$ cat config.mk
export PLATFORM = sky130hd
export DESIGN_NAME = ysyx_25060173_inst_fetch_flat
export DESIGN_NICKNAME = d
export VERILOG_FILES = /design/src/rtl/ysyx_25060173_inst_fetch_if.sv /design/src/rtl/ysyx_25060173_inst_fetch.sv /design/src/flat_wrapper.sv
export SDC_FILE = /design/constraint.sdc
export NUM_CORES = 1
export LEC_CHECK = 0
export CAP_MARGIN = 20
export CORE_UTILIZATION = 30
export CTS_CLUSTER_SIZE = 16
export DETAILED_ROUTE_END_ITERATION = 6
export SETUP_SLACK_MARGIN = 0.02
export SLEW_MARGIN = 40
export SYNTH_ARGS = -nofsm -noshare
export SYNTH_HDL_FRONTEND = slang
export SYNTH_SLANG_ARGS = --single-unit
export TNS_END_PERCENT = 1
$ cat constraint.sdc
create_clock -name clk -period 2.21 [get_ports clk]
set_clock_uncertainty 0.15 [all_clocks]
set_input_delay 0.442 -clock clk [delete_from_list [all_inputs] [get_ports clk]]
set_output_delay 0.442 -clock clk [all_outputs]
set_load 0.01 [all_outputs]
$ cat src/rtl/ysyx_25060173_inst_fetch_if.sv
// Fetch unit bus bundle: next-PC input, imem request/response channels and
// the instruction handshake toward the decoder.
interface ysyx_25060173_inst_fetch_if;
    localparam int unsigned XLEN = 32;

    // next PC from the execute stage
    logic [XLEN-1:0] next_pc;
    logic            next_pc_valid;

    // instruction memory read request (valid/ready)
    logic            imem_req_valid;
    logic            imem_req_ready;
    logic [XLEN-1:0] imem_addr;

    // instruction memory read response (valid only)
    logic            imem_rsp_valid;
    logic [XLEN-1:0] imem_rsp_data;
    logic            imem_rsp_err;

    // instruction toward the decoder (valid/ready)
    logic            inst_valid;
    logic            inst_ready;
    logic [XLEN-1:0] inst;
    logic [XLEN-1:0] inst_pc;
    logic            fetch_fault;

    // fetch unit side
    modport master (
        input  next_pc,
        input  next_pc_valid,
        output imem_req_valid,
        input  imem_req_ready,
        output imem_addr,
        input  imem_rsp_valid,
        input  imem_rsp_data,
        input  imem_rsp_err,
        output inst_valid,
        input  inst_ready,
        output inst,
        output inst_pc,
        output fetch_fault
    );

    // surrounding core / memory side
    modport slave (
        output next_pc,
        output next_pc_valid,
        input  imem_req_valid,
        output imem_req_ready,
        input  imem_addr,
        output imem_rsp_valid,
        output imem_rsp_data,
        output imem_rsp_err,
        input  inst_valid,
        output inst_ready,
        input  inst,
        input  inst_pc,
        input  fetch_fault
    );
endinterface

$ cat src/rtl/ysyx_25060173_inst_fetch.sv
// Instruction fetch unit for the multi-cycle RV32 core: one imem read per
// instruction, result handed to the decoder with its PC. A misaligned
// next_pc or a bus error substitutes an ebreak so the decoder halts the core.
module ysyx_25060173_inst_fetch #(
    parameter logic [31:0] RESET_PC  = 32'h8000_0000,
    parameter logic [31:0] HALT_INST = 32'h0010_0073
) (
    input  logic                          clk,
    input  logic                          rst_n,
    ysyx_25060173_inst_fetch_if.master    bus
);
    localparam int unsigned XLEN = 32;

    typedef enum logic [1:0] {
        S_IDLE = 2'd0,
        S_REQ  = 2'd1,
        S_WAIT = 2'd2,
        S_HOLD = 2'd3
    } state_t;

    state_t          state;
    logic [XLEN-1:0] pc;
    logic            req_valid_q;
    logic            inst_valid_q;
    logic [XLEN-1:0] inst_q;
    logic [XLEN-1:0] inst_pc_q;
    logic            fault_q;

    // Fetch sequencer; every output is a register updated on state transitions
    always_ff @(posedge clk or negedge rst_n) begin
        if (!rst_n) begin
            state        <= S_REQ;
            pc           <= RESET_PC;
            req_valid_q  <= 1'b1;
            inst_valid_q <= 1'b0;
            inst_q       <= '0;
            inst_pc_q    <= '0;
            fault_q      <= 1'b0;
        end else begin
            case (state)
                S_IDLE: begin
                    if (bus.next_pc_valid) begin
                        pc <= bus.next_pc;
                        if (bus.next_pc[1:0] == 2'b00) begin
                            state       <= S_REQ;
                            req_valid_q <= 1'b1;
                        end else begin
                            // misaligned target: skip memory, hand over a halt
                            state        <= S_HOLD;
                            inst_valid_q <= 1'b1;
                            inst_q       <= HALT_INST;
                            inst_pc_q    <= bus.next_pc;
                            fault_q      <= 1'b1;
                        end
                    end
                end
                S_REQ: begin
                    // responses seen here are stale and dropped
                    if (bus.imem_req_ready) begin
                        state       <= S_WAIT;
                        req_valid_q <= 1'b0;
                    end
                end
                S_WAIT: begin
                    if (bus.imem_rsp_valid) begin
                        state        <= S_HOLD;
                        inst_valid_q <= 1'b1;
                        inst_pc_q    <= pc;
                        if (bus.imem_rsp_err) begin
                            inst_q  <= HALT_INST;
                            fault_q <= 1'b1;
                        end else begin
                            inst_q  <= bus.imem_rsp_data;
                            fault_q <= 1'b0;
                        end
                    end
                end
                S_HOLD: begin
                    if (bus.inst_ready) begin
                        state        <= S_IDLE;
                        inst_valid_q <= 1'b0;
                    end
                end
                default: begin
                    state        <= S_IDLE;
                    req_valid_q  <= 1'b0;
                    inst_valid_q <= 1'b0;
                end
            endcase
        end
    end

    // Registered outputs onto the bus
    assign bus.imem_req_valid = req_valid_q;
    assign bus.imem_addr      = pc;
    assign bus.inst_valid     = inst_valid_q;
    assign bus.inst           = inst_q;
    assign bus.inst_pc        = inst_pc_q;
    assign bus.fetch_fault    = fault_q;

endmodule

$ cat src/flat_wrapper.sv
// flat-port wrapper written by rule: the top's interface ports become plain ports
module ysyx_25060173_inst_fetch_flat 
#(
    parameter logic [31:0] RESET_PC  = 32'h8000_0000,
    parameter logic [31:0] HALT_INST = 32'h0010_0073
)
  (clk, rst_n, bus_next_pc, bus_next_pc_valid, bus_imem_req_valid, bus_imem_req_ready, bus_imem_addr, bus_imem_rsp_valid, bus_imem_rsp_data, bus_imem_rsp_err, bus_inst_valid, bus_inst_ready, bus_inst, bus_inst_pc, bus_fetch_fault);
  ysyx_25060173_inst_fetch_if bus_i ();
  input  logic clk;
  input  logic rst_n;
  input wire logic [$bits(bus_i.next_pc)-1:0] bus_next_pc;
  input wire logic [$bits(bus_i.next_pc_valid)-1:0] bus_next_pc_valid;
  output wire logic [$bits(bus_i.imem_req_valid)-1:0] bus_imem_req_valid;
  input wire logic [$bits(bus_i.imem_req_ready)-1:0] bus_imem_req_ready;
  output wire logic [$bits(bus_i.imem_addr)-1:0] bus_imem_addr;
  input wire logic [$bits(bus_i.imem_rsp_valid)-1:0] bus_imem_rsp_valid;
  input wire logic [$bits(bus_i.imem_rsp_data)-1:0] bus_imem_rsp_data;
  input wire logic [$bits(bus_i.imem_rsp_err)-1:0] bus_imem_rsp_err;
  output wire logic [$bits(bus_i.inst_valid)-1:0] bus_inst_valid;
  input wire logic [$bits(bus_i.inst_ready)-1:0] bus_inst_ready;
  output wire logic [$bits(bus_i.inst)-1:0] bus_inst;
  output wire logic [$bits(bus_i.inst_pc)-1:0] bus_inst_pc;
  output wire logic [$bits(bus_i.fetch_fault)-1:0] bus_fetch_fault;
  assign bus_i.next_pc = bus_next_pc;
  assign bus_i.next_pc_valid = bus_next_pc_valid;
  assign bus_imem_req_valid = bus_i.imem_req_valid;
  assign bus_i.imem_req_ready = bus_imem_req_ready;
  assign bus_imem_addr = bus_i.imem_addr;
  assign bus_i.imem_rsp_valid = bus_imem_rsp_valid;
  assign bus_i.imem_rsp_data = bus_imem_rsp_data;
  assign bus_i.imem_rsp_err = bus_imem_rsp_err;
  assign bus_inst_valid = bus_i.inst_valid;
  assign bus_i.inst_ready = bus_inst_ready;
  assign bus_inst = bus_i.inst;
  assign bus_inst_pc = bus_i.inst_pc;
  assign bus_fetch_fault = bus_i.fetch_fault;
  ysyx_25060173_inst_fetch #(.RESET_PC(RESET_PC), .HALT_INST(HALT_INST)) u_core (.clk(clk), .rst_n(rst_n), .bus(bus_i));
endmodule
==> flow_summary_export.csv <==
group,metric,value,unit
sta,timing_worst_slew_pin_value,0.5755,ns
synth,avgSynthCellArea,13.53,um^2
critical_path,timing.setup.critical_path_class,"reg2reg",
clocking,tritoncts,"yes",
critical_path,worst_path_dominant_cell_family,"flip-flops",
clocking,tritoncts.num_buffers,9,
clocking,htree_levels,3,
sta,final.hold.worst_slack,-0.01039,ns
route,route.vias.total,3243,
synth,synth_cell_types,29,
synth,synth-seq-cells,101,
synth,syn_inst,336,
floorplanning,num_io_pins,170,
cells_and_area,drive_gt1_frac,0.2172,
synth,count_of_warnings_emitted_by_yosys,0,
floorplanning,initial_utilization,0.3105,
global_routing,grt_usage,0.1507,
placement,io_buffers,169,
cells_and_area,final_layout_net_count,605,
cells_and_area,design_area,7209,um^2
sta,achievable-frequency,451.0,MHz
route,drt-pass1-iter-count,6,
critical_path,crit_path_capture_type,"flop",
cells_and_area,final_cell_mix,"clkdlybuf4s50_1 (168), dfrtp_1 (98), mux2_1 (42)",
cells_and_area,multi_input_comb_area,1932,um^2
critical_path,timing.critical_path.fanout_max,6,
sta,setup_ws,-0.007401,ns
critical_path,critPathLaunchType,"flop",
sta,worst_slew_margin_rel,0.6163,
route,route.antenna.remaining_nets,0,
cells_and_area,num_antenna_cells,0,
sta,timing.final.crit_period,2.217,ns
synth,mappedNetlistArea,4547,um^2
synth,synth_sequential_area_ratio,0.5567,
placement,globalplace.congestion,0.7111,
run,max-cap-violations,0,
route,routedWlPerCell,16.64,um
synth,synthesis.nets,412,
route,dr.first_iter.drc_count,107,
sta,finalSetupViolations,1,
sta,rsz0062_at_grt,"true",
worst_hold_path,min-delay-path-class,"in2async",
route,remaining_drc_errors,22,
route,drt-total-wl,11.94,mm
global_routing,initial_antenna_violation_count,0,
clocking,clock_tree.root_cell,"clkbuf_16",
cells_and_area,fillCellCount,1302,
power_and_ir_drop,cellPowerDensity,1635,nW/um^2
sta,setup-tns-final,-0.007401,ns
floorplanning,die_area,15650,um^2
floorplanning,floorplan.core_area,14640,um^2
cells_and_area,combined_flip_flop_and_latch_cell_area,2531,um^2
clocking,clk-insertion-delay-late,0.34,ns
outcome,status,"finished, violations left",
sta,hold_violations,4,
floorplanning,die_h,125.1,um
sta,layout_worst_path_cycle_share,1.003,
placement,dp_hpwl,7.554,mm
global_routing,pin_count_of_the_biggest_net_entering_global_routing,102,
cells_and_area,final_common_cell,"clkdlybuf4s50_1",
outcome,failed_checks,"design-rule violations, negative hold slack, negative setup slack",
floorplanning,placement_rows,44,
global_routing,grt_first_pass_wirelength,18.39,mm
clocking,path_clk_slew,0.07,ns
critical_path,worstPathBufferInverterCount,3,
critical_path,worst_ep_arrival_time,2.30,ns
global_routing,grt_pass1_vias,3456,
critical_path,cp_slowest_stage_delay,0.54,ns
clocking,ctsLongestPathBuffers,2,
cells_and_area,area_delta_synth_final,58.56,%
floorplanning,floorplan.die.width,125.1,um
route,routed_via_density,4.517,
critical_path,crit_path_top_delay_cell,"dfstp_2",
placement,post_dp_cell_area,6536,um^2
clocking,cts.sinks,101,
critical_path,crit_path_cell_trace,"inv_2, ha_4, nor2b_4, nor4_4, buf_6, clkbuf_16, mux2_2",
critical_path,cp.required,2.29,ns
global_routing,overflow,0,
power_and_ir_drop,irDropWorstVdd,678.1,uV
sta,timing.final.max_slew_violations,0,
power_and_ir_drop,power_leakage,0.003073,uW
per-layer routing:
layer  GRT usage  wire [um]  share of wire
met5           0          0              0
met3     0.06547        945          0.079
met2      0.2511       5858           0.49
met1      0.1800       5058           0.42
met4     0.03228         82         0.0069
final timing paths:
kind	from	endpoint	slack, ns	depth (start not counted)
worst max-delay path	u_core.state[0]$_DFFE_PN1P_	u_core.bus.inst_pc[27]$_DFFE_PN0P_	-0.007	7
max in group asynchronous	rst_n	u_core.bus.inst_pc[30]$_DFFE_PN0P_	1.46	2
min in group clk	u_core.bus.inst_pc[25]$_DFFE_PN0P_	u_core.bus.inst_pc[25]$_DFFE_PN0P_	0.34	1
worst max register to register	u_core.state[0]$_DFFE_PN1P_	u_core.bus.inst_pc[27]$_DFFE_PN0P_	-0.007	7
worst min-delay path	rst_n	u_core.bus.imem_addr[6]$_DFFE_PN0P_	-0.01	2
worst min register to register	u_core.bus.inst_pc[25]$_DFFE_PN0P_	u_core.bus.inst_pc[25]$_DFFE_PN0P_	0.34	1
per-stage QoR:
stage | power [uW] | util | setup slack, ns | cells
detailed placement | 8866 | 0.4463 | -0.1452 | 689
global placement | 8750 | 0.4463 | -0.1068 | 689
floorplan | 6169 | - | 0.05248 | 336
finish | 11780 | 0.4923 | -0.007401 | 718
global route | 12490 | 0.4923 | -0.05449 | 718
CTS | 11060 | 0.4743 | 0.007182 | 710
synth_stat cells:
master | instances | area (um^2)
dfrtp_1 | 98 | 2452
mux2_1 | 70 | 788.3
mux2_2 | 32 | 360.4
inv_1 | 30 | 112.6
mux2i_1 | 29 | 290.3
nand2_1 | 28 | 105.1
nand2b_1 | 7 | 43.79
ha_1 | 5 | 62.56
buf_1 | 4 | 15.01
buf_4 | 4 | 30.03
buf_6 | 4 | 45.04
clkbuf_1 | 4 | 15.01
dfstp_2 | 3 | 78.83
nor2b_1 | 3 | 18.77
a22o_1 | 1 | 8.760
a2bb2oi_1 | 1 | 8.760
and2b_1 | 1 | 7.510
buf_2 | 1 | 5.000
nor2_1 | 1 | 3.750
nor2b_4 | 1 | 13.76
nor3_1 | 1 | 5.000
nor3b_1 | 1 | 7.510
nor3b_2 | 1 | 12.51
nor4_1 | 1 | 6.260
nor4_4 | 1 | 21.27
o21ai_1 | 1 | 5.000
o21bai_1 | 1 | 7.510
o41ai_1 | 1 | 8.760
or4_1 | 1 | 7.510
kinds of logic (layout without fill, tap and decap cells):
family,after synthesis,in the layout,share of synthesized area
mux,131,131,0.3165
flops,101,101,0.5567
simple gates,47,47,0.05559
buf+inv,47,245,0.04898
fa+ha+maj,5,5,0.01376
compound gates,5,5,0.008531
state kept, by name, summed over array words and instances (netlist names):
name,cells
u_core.state,2
u_core.bus.fetch_fault,1
u_core.bus.inst_valid,1
u_core.bus.imem_addr,32
u_core.bus.imem_req_valid,1
u_core.bus.inst,32
u_core.bus.inst_pc,32
where the power goes:
group | total, uW | internal (uW) | switching, uW
registers | 3430 | 2820 | 608
logic | 6680 | 4150 | 2540
clock network | 1670 | 988 | 679
worst reg2reg max path: stages, from the launching register on:
cell       delay, ns
dfstp_2         0.54
inv_2           0.06
ha_4            0.16
nor2b_4         0.13
nor4_4          0.34
buf_6           0.21
clkbuf_16       0.18
mux2_2          0.33
final cells by class:
class | count | area share
Clock buffer | 11 | 0.03228
Clock inverter | 5 | 0.01041
Inverter | 30 | 0.01562
Multi-Input combinational cell | 188 | 0.2680
Sequential cell | 101 | 0.3511
Tap cell | 184 | 0.03193
Timing Repair Buffer | 199 | 0.2907
what timing repair did:
action                     CTS  global route
setup endpoints to repair   62            64
buffers inserted             2             5
pin swaps                    1             2
hold buffers                 0             0
resized for setup            5            40
gates cloned                 3             3
Power figures use the tool's default switching activity.
